$ cat src/rtl/gpu_dot_sequencer_if.sv
// gpu_dot_sequencer_if: host load/cmd/activation handshakes plus the gpu_top write/start/result bus.
// GPU_DOT_ZSKIP_CNT_EN adds the zskip_cnt status output.
interface gpu_dot_sequencer_if #(
    parameter int ACC_WIDTH = 32
);
    logic                 ld_valid, ld_ready;
    logic [3:0]           ld_idx;
    logic [7:0]           ld_data;
    logic                 cmd_valid, cmd_ready;
    logic [3:0]           cmd_base;
    logic [4:0]           cmd_len;
    logic                 act_valid, act_ready;
    logic [7:0]           act_data;
    logic [ACC_WIDTH-1:0] dot_out;
    logic                 done, busy, timeout_err;
    logic                 g_mem_write_en;
    logic [3:0]           g_mem_write_idx;
    logic [7:0]           g_mem_write_val;
    logic                 g_start;
    logic [3:0]           g_weight_addr;
    logic [7:0]           g_activation;
    logic [63:0]          g_result;
    logic                 g_valid, g_zero_skipped;
`ifdef GPU_DOT_ZSKIP_CNT_EN
    logic [4:0]           zskip_cnt;
`endif

    modport master (
`ifdef GPU_DOT_ZSKIP_CNT_EN
        input  zskip_cnt,
`endif
        output ld_valid, ld_idx, ld_data, cmd_valid, cmd_base, cmd_len, act_valid, act_data,
               g_result, g_valid, g_zero_skipped,
        input  ld_ready, cmd_ready, act_ready, dot_out, done, busy, timeout_err,
               g_mem_write_en, g_mem_write_idx, g_mem_write_val, g_start, g_weight_addr, g_activation
    );

    modport slave (
`ifdef GPU_DOT_ZSKIP_CNT_EN
        output zskip_cnt,
`endif
        input  ld_valid, ld_idx, ld_data, cmd_valid, cmd_base, cmd_len, act_valid, act_data,
               g_result, g_valid, g_zero_skipped,
        output ld_ready, cmd_ready, act_ready, dot_out, done, busy, timeout_err,
               g_mem_write_en, g_mem_write_idx, g_mem_write_val, g_start, g_weight_addr, g_activation
    );
endinterface

$ cat src/rtl/gpu_dot_sequencer.sv
// gpu_dot_sequencer: loads INT4 weights into gpu_top and sequences a cmd_len-element dot product.
// GPU_DOT_ZSKIP_CNT_EN adds a count of zero-skipped results.
module gpu_dot_sequencer #(
    parameter int ACC_WIDTH = 32,
    parameter int TIMEOUT   = 64
) (
    input logic                clk,
    input logic                rst_n,
    gpu_dot_sequencer_if.slave bus
);
    localparam int TW = $clog2(TIMEOUT);
    localparam logic [TW-1:0] T_LAST = TW'(TIMEOUT - 1);

    typedef enum logic [2:0] {IDLE, WAIT_ACT, ISSUE, WAIT_RES, FINISH} state_t;

    state_t               state;
    logic [3:0]           base;
    logic [4:0]           len, cnt;
    logic [ACC_WIDTH-1:0] acc;
    logic [TW-1:0]        timer;
    logic                 unused_bits;

    assign bus.cmd_ready = state == IDLE;
    assign bus.ld_ready  = state == IDLE && !bus.cmd_valid;
    assign bus.act_ready = state == WAIT_ACT;
    assign bus.busy      = state != IDLE;
    assign unused_bits   = ^{bus.g_result, bus.g_zero_skipped};

    always_ff @(posedge clk) begin
        if (!rst_n) begin
            state               <= IDLE;
            base                <= '0;
            len                 <= '0;
            cnt                 <= '0;
            acc                 <= '0;
            timer               <= '0;
            bus.dot_out         <= '0;
            bus.done            <= 1'b0;
            bus.timeout_err     <= 1'b0;
            bus.g_mem_write_en  <= 1'b0;
            bus.g_mem_write_idx <= '0;
            bus.g_mem_write_val <= '0;
            bus.g_start         <= 1'b0;
            bus.g_weight_addr   <= '0;
            bus.g_activation    <= '0;
`ifdef GPU_DOT_ZSKIP_CNT_EN
            bus.zskip_cnt       <= '0;
`endif
        end else begin
            bus.done           <= 1'b0;
            bus.g_mem_write_en <= 1'b0;
            bus.g_start        <= 1'b0;
            case (state)
                IDLE:
                    if (bus.cmd_valid) begin
                        base            <= bus.cmd_base;
                        len             <= bus.cmd_len;
                        cnt             <= '0;
                        acc             <= '0;
                        bus.timeout_err <= 1'b0;
`ifdef GPU_DOT_ZSKIP_CNT_EN
                        bus.zskip_cnt   <= '0;
`endif
                        state           <= bus.cmd_len == 5'd0 ? FINISH : WAIT_ACT;
                    end else if (bus.ld_valid) begin
                        bus.g_mem_write_en  <= 1'b1;
                        bus.g_mem_write_idx <= bus.ld_idx;
                        bus.g_mem_write_val <= bus.ld_data;
                    end
                // g_start is registered here so it is high for exactly the ISSUE cycle
                WAIT_ACT:
                    if (bus.act_valid) begin
                        bus.g_activation  <= bus.act_data;
                        bus.g_weight_addr <= base + cnt[3:0];
                        bus.g_start       <= 1'b1;
                        state             <= ISSUE;
                    end
                ISSUE: begin
                    timer <= '0;
                    state <= WAIT_RES;
                end
                WAIT_RES:
                    if (bus.g_valid) begin
                        acc   <= acc + bus.g_result[ACC_WIDTH-1:0];
                        cnt   <= cnt + 5'd1;
`ifdef GPU_DOT_ZSKIP_CNT_EN
                        if (bus.g_zero_skipped) bus.zskip_cnt <= bus.zskip_cnt + 5'd1;
`endif
                        state <= cnt + 5'd1 == len ? FINISH : WAIT_ACT;
                    end else if (timer == T_LAST) begin
                        bus.timeout_err <= 1'b1;
                        state           <= FINISH;
                    end else begin
                        timer <= timer + 1'b1;
                    end
                FINISH: begin
                    bus.dot_out <= acc;
                    bus.done    <= 1'b1;
                    state       <= IDLE;
                end
                default: state <= IDLE;
            endcase
        end
    end
endmodule

$ cat src/flat_wrapper.sv
// flat-port wrapper written by rule: the top's interface ports become plain ports
module gpu_dot_sequencer_flat 
#(
    parameter int ACC_WIDTH = 32,
    parameter int TIMEOUT   = 64
)
  (clk, rst_n, bus_ld_valid, bus_ld_idx, bus_ld_data, bus_cmd_valid, bus_cmd_base, bus_cmd_len, bus_act_valid, bus_act_data, bus_g_result, bus_g_valid, bus_g_zero_skipped, bus_ld_ready, bus_cmd_ready, bus_act_ready, bus_dot_out, bus_done, bus_busy, bus_timeout_err, bus_g_mem_write_en, bus_g_mem_write_idx, bus_g_mem_write_val, bus_g_start, bus_g_weight_addr, bus_g_activation);
  gpu_dot_sequencer_if #(.ACC_WIDTH(ACC_WIDTH)) bus_i ();
  input logic clk;
  input logic rst_n;
  input wire logic [$bits(bus_i.ld_valid)-1:0] bus_ld_valid;
  input wire logic [$bits(bus_i.ld_idx)-1:0] bus_ld_idx;
  input wire logic [$bits(bus_i.ld_data)-1:0] bus_ld_data;
  input wire logic [$bits(bus_i.cmd_valid)-1:0] bus_cmd_valid;
  input wire logic [$bits(bus_i.cmd_base)-1:0] bus_cmd_base;
  input wire logic [$bits(bus_i.cmd_len)-1:0] bus_cmd_len;
  input wire logic [$bits(bus_i.act_valid)-1:0] bus_act_valid;
  input wire logic [$bits(bus_i.act_data)-1:0] bus_act_data;
  input wire logic [$bits(bus_i.g_result)-1:0] bus_g_result;
  input wire logic [$bits(bus_i.g_valid)-1:0] bus_g_valid;
  input wire logic [$bits(bus_i.g_zero_skipped)-1:0] bus_g_zero_skipped;
  output wire logic [$bits(bus_i.ld_ready)-1:0] bus_ld_ready;
  output wire logic [$bits(bus_i.cmd_ready)-1:0] bus_cmd_ready;
  output wire logic [$bits(bus_i.act_ready)-1:0] bus_act_ready;
  output wire logic [$bits(bus_i.dot_out)-1:0] bus_dot_out;
  output wire logic [$bits(bus_i.done)-1:0] bus_done;
  output wire logic [$bits(bus_i.busy)-1:0] bus_busy;
  output wire logic [$bits(bus_i.timeout_err)-1:0] bus_timeout_err;
  output wire logic [$bits(bus_i.g_mem_write_en)-1:0] bus_g_mem_write_en;
  output wire logic [$bits(bus_i.g_mem_write_idx)-1:0] bus_g_mem_write_idx;
  output wire logic [$bits(bus_i.g_mem_write_val)-1:0] bus_g_mem_write_val;
  output wire logic [$bits(bus_i.g_start)-1:0] bus_g_start;
  output wire logic [$bits(bus_i.g_weight_addr)-1:0] bus_g_weight_addr;
  output wire logic [$bits(bus_i.g_activation)-1:0] bus_g_activation;
  assign bus_i.ld_valid = bus_ld_valid;
  assign bus_i.ld_idx = bus_ld_idx;
  assign bus_i.ld_data = bus_ld_data;
  assign bus_i.cmd_valid = bus_cmd_valid;
  assign bus_i.cmd_base = bus_cmd_base;
  assign bus_i.cmd_len = bus_cmd_len;
  assign bus_i.act_valid = bus_act_valid;
  assign bus_i.act_data = bus_act_data;
  assign bus_i.g_result = bus_g_result;
  assign bus_i.g_valid = bus_g_valid;
  assign bus_i.g_zero_skipped = bus_g_zero_skipped;
  assign bus_ld_ready = bus_i.ld_ready;
  assign bus_cmd_ready = bus_i.cmd_ready;
  assign bus_act_ready = bus_i.act_ready;
  assign bus_dot_out = bus_i.dot_out;
  assign bus_done = bus_i.done;
  assign bus_busy = bus_i.busy;
  assign bus_timeout_err = bus_i.timeout_err;
  assign bus_g_mem_write_en = bus_i.g_mem_write_en;
  assign bus_g_mem_write_idx = bus_i.g_mem_write_idx;
  assign bus_g_mem_write_val = bus_i.g_mem_write_val;
  assign bus_g_start = bus_i.g_start;
  assign bus_g_weight_addr = bus_i.g_weight_addr;
  assign bus_g_activation = bus_i.g_activation;
  gpu_dot_sequencer #(.ACC_WIDTH(ACC_WIDTH), .TIMEOUT(TIMEOUT)) u_core (.clk(clk), .rst_n(rst_n), .bus(bus_i));
endmodule
$ cat config.mk
export PLATFORM = sky130hd
export DESIGN_NAME = gpu_dot_sequencer_flat
export DESIGN_NICKNAME = d
export VERILOG_FILES = /design/src/rtl/gpu_dot_sequencer_if.sv /design/src/rtl/gpu_dot_sequencer.sv /design/src/flat_wrapper.sv
export SDC_FILE = /design/constraint.sdc
export NUM_CORES = 1
export LEC_CHECK = 0
export CAP_MARGIN = 0
export CORE_UTILIZATION = 35
export DETAILED_ROUTE_END_ITERATION = 10
export GPL_TIMING_DRIVEN = 0
export SLEW_MARGIN = 20
export SYNTH_ARGS = -nofsm -noshare
export SYNTH_HDL_FRONTEND = slang
export SYNTH_SLANG_ARGS = --single-unit
$ cat constraint.sdc
create_clock -name clk -period 4 [get_ports clk]
set_input_delay 0.6 -clock clk [delete_from_list [all_inputs] [get_ports clk]]
set_output_delay 0.6 -clock clk [all_outputs]
set_load 0.02 [all_outputs]
==> summary by stage, run 1 <==
Setup path
The critical path class is input port to register. The worst reg2reg path depth is 11. The origin of the critical flop-to-flop path is u_core.acc[0]. The worst setup path is launched from an input port.

The number of logic stages on the critical path including buffering is 12. Traced cell by cell, the critical path runs through clkdlybuf4s50_1 -> ha_1 -> inv_1 -> fa_1 -> nor2b_4 -> o31ai_4 -> a211oi_2 -> nor4_1 -> o21ai_0 -> a31oi_1 -> xor2_1 -> o21ai_0. The register-to-register setup slack is 1150 ps. STA puts the critical path data arrival time at 3400 ps. The largest driver fanout on the critical path is 4. Counting both buffers and inverters, the worst setup path holds a total of 2.

The cell with the largest stage delay on the worst path is sky130_fd_sc_hd__clkdlybuf4s50_1. The data required time at the worst endpoint is 4340 ps. The type of element capturing the critical path is a register. Among the stages of the critical path, the cell type that occurs most often is sky130_fd_sc_hd__o21ai_0. The largest stage delay on the critical path is 490 ps.

Among cell families on the critical path, the largest total delay comes from compound AO/OA/AOI/OAI gates. In this run the critical register-to-register path is captured at u_core.acc[16].

Yosys
The count of mapped cells out of synthesis is 750. The dominant synthesized flop cell is sky130_fd_sc_hd__dfxtp_1. The cell type with the largest total area after synthesis is sky130_fd_sc_hd__dfxtp_1.

The top-area cell type share of the netlist area is 37.0%. Synthesis produced a netlist with a net count of 888. The most instantiated library cell after synthesis is sky130_fd_sc_hd__nand2_1. Counting flops with an async set or reset pin after synthesis yields a share of 0%. The number of synthesized flops with an enable pin is 0. The mean cell area of the mapped netlist is 8.29 sq um. The synthesized netlist occupies a cell area of 6220 sq um. The number of library cell types mapped by synthesis is 71. The synthesized design contains 115 register bits.

The fraction of the yosys area taken by sequential cells is 37.0%. By count the netlist is led by sky130_fd_sc_hd__nand2_1 (171), sky130_fd_sc_hd__dfxtp_1 (115), sky130_fd_sc_hd__a21boi_0 (65), sky130_fd_sc_hd__ha_1 (36), sky130_fd_sc_hd__nor2_1 (34). By area the synthesized netlist is led by sky130_fd_sc_hd__dfxtp_1 (37%), sky130_fd_sc_hd__nand2_1 (10%), sky130_fd_sc_hd__a21boi_0 (7.9%). Yosys printed 0 warnings.

Hold path
The worst hold path begins at u_core.bus.g_activation[2]. The end point of the worst hold path is u_core.bus.g_activation[2]. The number of cells on the worst hold path is 2. The worst min-delay path class is register to register.

Detailed routing
The count of vias placed by the detailed router is 5607. Before antenna repair, the detailed router went through 5 iterations. The total wirelength of the detailed-routed design is 16.7 mm.

The DRC violation total after the first TritonRoute iteration is 250. The detail route stage leaves a number of antenna-violating nets equal to 0. The total DRC errors in the routed layout is 0.

After detailed routing, the average wire length per cell comes to 14.7 um. Dividing the detail-routed via count by the number of cells gives 4.94.

Clock network
The number of setup buffers added after CTS is 0. At the later pin of the worst-skew pair, clock insertion delay measures 420 ps. TritonCTS built the clock tree. After clock tree synthesis, the clock-pin slew on the worst setup and hold paths is 60 ps. The number of clock sinks seen by CTS is 115.

The clock tree root driver cell is sky130_fd_sc_hd__clkbuf_16. The quantity of hold-fixing buffers added after cts is 0. The maximum root-to-sink buffer count is 2. After clock tree synthesis, the repair step resized 0 gates. The level count of the clock H-tree is 4. TritonCTS created 17 clock buffers.

Die
164 I/O pins were placed. The area of the core region is 17300 sq um. The height of the die is 135 um. The die covers 18300 sq um. The starting utilization of the core area is 35.9%. In this run the horizontal extent of the chip is 135 um. The number of rows created at floorplan is 48.

Layout
The layout overhead on the synthesized area is 35.6%. Cells with a size suffix above 1 make up 6.15% of the layout. At the end of the flow, the number of nets in the layout was 1036. Summing all non-filler instances in the final layout gives an area of 8430 sq um. The post-route non-filler standard cell count is 1136. The number of antenna diodes is 0.

Global routing
The first global-routing pass estimated 26.9 mm of wire. The via count of the first global-routing pass is 5217. The initial antenna violation count is 0. The largest net degree at the start of global routing is 17. Summed over all layers, the global routing overflow is 0.

The total track usage is 19.0%.

STA
The transition time at the pin with the least slew margin is 684 ps. The fmax is 0.326 GHz. The count of final max-slew check failures was 0. The worst setup skew after layout is 7.99 ps. Setup repair after global routing left no endpoint under its margin. In this run the tightest slew margin relative to its limit is 54.4%.

The part of the cycle the worst path needs is 76.6%. Setup violations remaining at the end of the flow were counted as 0. The time the worst path needs with I/O delays and setup is 3060 ps. In the final timing run, aggregate negative setup slack is 0 ps. The number of hold-slack violations in the final timing report is 0.

Placement
The number of cells in the design after placement is 1104. The number of port buffers is 129. After detailed placement, the total cell area comes to 7790 sq um. The routability-driven placement congestion ratio is 0.809. The wire-length estimate of the detail-placed layout is 12.6 mm.

Status
The flow ran to the end, and the final reports show no timing, DRC or antenna violations.

Power
The largest vdd supply drop is 0.303 mV. The total power per unit cell area is 390 nW/um^2. The total leakage power is 0.00317 uW.

Job
Max-cap violations in this run came to 0.
-- how the worst max path moves through the flow --
stage | start | endpoint | slack (ps)
2_1_floorplan | bus_g_result[0] | u_core.acc[30] | 1320
3_3_place_gp | bus_g_result[0] | u_core.acc[28] | 510
3_5_place_dp | bus_g_result[0] | u_core.acc[28] | 500
4_1_cts | bus_g_result[0] | u_core.acc[28] | 930
5_1_grt | bus_g_result[0] | u_core.acc[16] | 740
6_report | bus_g_result[0] | u_core.acc[16] | 940
-- placed cells by master (no fill, tap or decap), drive strengths merged, types with 3 or more instances in the layout --
cell type / instances
ha: 36
nand2b: 4
nor2: 34
clkinvlp: 3
or2: 3
or3: 4
a21o: 12
nor2b: 19
o21ai: 40
clkinv: 4
and2: 9
nor3: 10
buf: 5
nand3: 16
clkbuf: 50
mux2i: 3
and3: 14
nor4: 4
nand2: 171
a31oi: 8
o211ai: 3
xor2: 12
clkdlybuf4s50: 129
a21oi: 30
nor3b: 4
a21boi: 66
xnor2: 21
bufinv: 4
dfxtp: 115
o31ai: 4
nand4: 4
a211oi: 9
o21bai: 3
inv: 14
o21a: 4
a22oi: 10
-- metrics by stage --
stage	utilization, %	setup WS [ps]	power, uW	hold WS, ps
2_1_floorplan	-	1320	1480	442
3_3_place_gp	45.0	511	1670	448
4_1_cts	48.7	926	3320	464
5_1_grt	48.7	735	3420	480
6_report	48.7	936	3280	460
3_5_place_dp	45.0	495	1670	458
-- cells by family (layout without fill, tap and decap cells) --
| logic type | after synthesis | count (layout) | share of synthesized area, % |
|---|---|---|---|
| AO/OA/AOI/OAI | 207 | 207 | 23.0 |
| XOR/XNOR | 33 | 33 | 4.65 |
| adder cells (fa/ha/maj) | 38 | 38 | 7.89 |
| buffers and inverters | 50 | 211 | 4.29 |
| flip-flops | 115 | 115 | 37.0 |
| multiplexers | 3 | 3 | 0.483 |
| AND/OR/NAND/NOR | 304 | 304 | 22.7 |
-- power by group --
group	internal, uW	total, uW	switching [uW]
combinational	209	441	232
clock	1080	1640	561
sequential	1180	1200	22.7
total	2470	3280	815
-- cell type report --
| class | count | area, sq um |
|---|---|---|
| Clock inverter | 11 | 178 |
| Clock buffer | 21 | 460 |
| Tap cell | 225 | 282 |
| Inverter | 14 | 52.6 |
| Sequential cell | 115 | 2300 |
| Timing Repair Buffer | 129 | 1290 |
| Fill cell | 1721 | 8870 |
| Multi-Input combinational cell | 585 | 3650 |
| Buffer | 36 | 214 |
-- registers in the layout, summed over array words and instances (netlist names), 3 cells and up --
name and cells:
u_core.cnt 5, u_core.bus.dot_out 32, u_core.bus.g_activation 8, u_core.acc 32, u_core.bus.g_mem_write_val 8, u_core.bus.g_weight_addr 4, u_core.len 5, u_core.bus.g_mem_write_idx 4
u_core.base 4, u_core.timer 6, u_core.state 3
-- per-layer routing --
layer	GRT usage [%]	share of wire [%]
met5	0	0
met3	5.27	5.8
met2	29.2	43
met1	25.4	49
met4	6.49	1.5
-- tightest hold or removal path, delay by kind of cell (launching register included) --
kind | cells | cell delay (ps)
compound gates | 1 | 60
flops | 1 | 300
simple gates | 1 | 40
Note: power is estimated with default switching activity, not from simulation.
==> run 2, diff against run 1 <==
==> constraint.sdc (replaced) <==
create_clock -name clk -period 2.7 [get_ports clk]
set_input_delay 0.405 -clock clk [delete_from_list [all_inputs] [get_ports clk]]
set_output_delay 0.405 -clock clk [all_outputs]
set_load 0.02 [all_outputs]
==> run 2 against run 1 <==
Die area unchanged. Count of clock-buffer cells in the layout unchanged. Cell count up 0.18%.
==> summary by stage, run 2 (same netlist as run 1, synthesis figures left out) <==
Status
The flow ran to the end, and the final reports show no timing, DRC or antenna violations.

Global routing
The leftover overflow at the end of global routing is 0. The met1 capacity usage during global routing is 25.5%. The first-pass GRT wire length is 27.1 mm.

For this run, global-route usage on met3 was measured as 5.31%. The largest net degree at the start of global routing is 17. The via count of the first global-routing pass is 5276. The layer carrying the most global-route usage is met2. Global routing used 29.4% of the available met2 tracks.

In the global route stage, overall resource usage came out at 19.2%. The initial antenna violation count is 0.

STA
The count of final max-slew check failures is 0. The part of the cycle the worst path needs is 97.5%. The fmax is 0.380 GHz. Setup slack on the critical path of the routed design comes to 66.9 ps. The transition time at the pin with the least slew margin is 675 ps. The final-report setup violation count is 0.

The number of hold-slack violations in the final timing report is 0. The worst setup skew after layout is 7.86 ps. The worst-case headroom to the max-slew limit is 55.0%.

The time the worst path needs with I/O delays and setup is 2630 ps.

Hold path
The worst hold path passes through 2 cells. In this run the worst hold path is classified as register to register. The end point of the worst hold path is u_core.bus.g_activation[2]. In this run the most critical hold path is launched from u_core.bus.g_activation[2].

Clock network
The CTS tree is done. The clock net in this run drives a total of 115 sinks. The clock tree synthesis step divided the H-tree into 4 levels. The clock-pin slew reported for the worst setup and hold paths after clock tree synthesis is 60 ps. The clock passes through at most 2 buffers. The number of buffers created by CTS is 17.

CTS placed an instance of sky130_fd_sc_hd__clkbuf_16 at the clock tree root. The clock reaches the later pin of the worst-skew pair after 420 ps.

Die
The starting utilization of the core area is 35.9%. The die covers 18300 sq um. The core region is 17300 sq um. Measured along the y axis, the die boundary spans 135 um. The number of top-level design ports is 164. In this run the core area contains 48 standard-cell rows. The horizontal die dimension is 135 um.

Setup path
The register-to-register setup slack is 70 ps. The largest stage delay on the critical path is 420 ps. At the worst endpoint, the required time is 3000 ps. The critical path goes through ha_2 -> inv_1 -> fa_2 -> nor2b_4 -> o31ai_4 -> a211oi_4 -> nor4_4 -> or3b_4 -> o21ai_2 -> mux2i_1 -> nand2_1.

The data arrival time of the worst path is 2940 ps. The worst setup path is launched from a register. Of all nets on the critical path, the largest fanout is 4. The worst setup path is captured at a register. The critical path class is register to register. The cell with the largest stage delay on the worst path is sky130_fd_sc_hd__or3b_4.

Counting cells, the worst reg-to-reg path comes to 11. The end of the worst register-to-register path is u_core.acc[28]. The worst register-to-register path begins at u_core.acc[0].

Detailed routing
After the first detailed-routing iteration, the DRC count stood at 265. Dividing the detail-routed wire length by the instance count gives 14.8 um. For this block, the routed nets add up to 16.9 mm of wire.

The remaining antenna violation count is 0. Dividing the detail-routed via count by the number of cells gives 4.95. The total DRC errors in the routed layout is 0.

Before antenna repair, the detailed router went through 4 iterations. The count of vias placed by the detailed router is 5633.

Placement
The routability-driven placement congestion ratio is 0.809. The worst setup slack before clock tree synthesis is -610 ps. Port buffering added 129 buffers. Summed over all nets, the half-perimeter wirelength after detailed placement is 12.6 mm.

Power
The total leakage power is 0.00320 uW. The largest vdd supply drop is 0.447 mV. The power after layout is 4870 uW. The total power per unit cell area is 570 nW/um^2.

Layout
The most frequent standard cell in the layout excluding fill and tap cells is sky130_fd_sc_hd__nand2_1. The number of fillers in the final layout is 1718. The repair_antennas step left the layout with diodes totalling 0. The net count of the finished layout is 1038.

The area growth from synthesis to layout is 37.3%. In the layout the commonest cells are sky130_fd_sc_hd__nand2_1 (171), sky130_fd_sc_hd__clkdlybuf4s50_1 (127), sky130_fd_sc_hd__dfxtp_1 (114). The largest registers in the layout are u_core.acc: 32 flops, u_core.bus.dot_out: 32 flops. Cells with a size suffix above 1 make up 8.21% of the layout.

Job
Max-cap violations in this run came to 0.
## run 2: changes by cell type in the layout (fill, tap and decap cells not counted), sizes merged
cell | before | now
buf | 5 | 7
clkdlybuf4s50 | 129 | 127
dlygate4sd2 | 0 | 1
dlymetal6s2s | 0 | 1
## run 2: metal layers
metal	routed length [um]	vias to the layer above
li1	-	2932
met1	8290	2568
met2	7490	126
met3	961	7
met4	140	0
met5	0	-
## run 2: layout make-up
class / count / area (sq um) / share of cell area (%)
clock inverters: 11 / 178 / 2.08
well taps: 225 / 282 / 3.30
repair buffers: 131 / 1310 / 15.3
multi-input cells: 585 / 3730 / 43.7
inverters: 14 / 52.6 / 0.616
flip-flops and latches: 115 / 2310 / 27.0
clock buffers: 21 / 460 / 5.40
plain buffers: 36 / 214 / 2.51
## run 2: worst max-delay path by stage
stage / slack [ps] / from / end
after CTS: 30 / bus_g_result[18] / u_core.acc[25]
after detailed placement: -610 / bus_g_result[0] / u_core.acc[28]
final: 70 / u_core.acc[0] / u_core.acc[28]
after global routing: -30 / bus_g_result[10] / u_core.acc[30]
after floorplan: 210 / bus_g_result[0] / u_core.acc[30]
after global placement: -590 / bus_g_result[0] / u_core.acc[28]
## run 2: what timing repair did
action / CTS / global route
endpoints found under the hold margin: 0 / 0
setup buffers: 1 / 1
endpoints found under the setup margin: 6 / 11
pin swaps: 5 / 1
gates resized for setup: 10 / 15
hold buffers: 0 / 0
## run 2: stage by stage
step	hold WS [ps]	instance area, sq um	util [%]	TNS (ps)	cells
4_1_cts	464	8450	48.9	0	1137
2_1_floorplan	442	6220	-	0	750
3_3_place_gp	448	7790	45.0	-6400	1104
6_report	460	8530	49.3	0	1138
5_1_grt	480	8530	49.3	-48.1	1138
3_5_place_dp	458	7790	45.0	-6370	1104
## run 2: where the power goes
group          internal [uW]  leakage [uW]  total, uW  switching [uW]
sequential              1750      0.000931       1780            33.6
combinational            312       0.00197        659             347
clock                   1600      0.000300       2430             829
total                   3660       0.00320       4870            1210
## run 2: worst max-delay path, delay by kind of cell (launching register included)
kind                     cells  cell delay, ps
adder cells (fa/ha/maj)      2             560
buffers and inverters        1              60
multiplexers                 1             210
flip-flops                   1             370
AO/OA/AOI/OAI                3             590
AND/OR/NAND/NOR              4             730
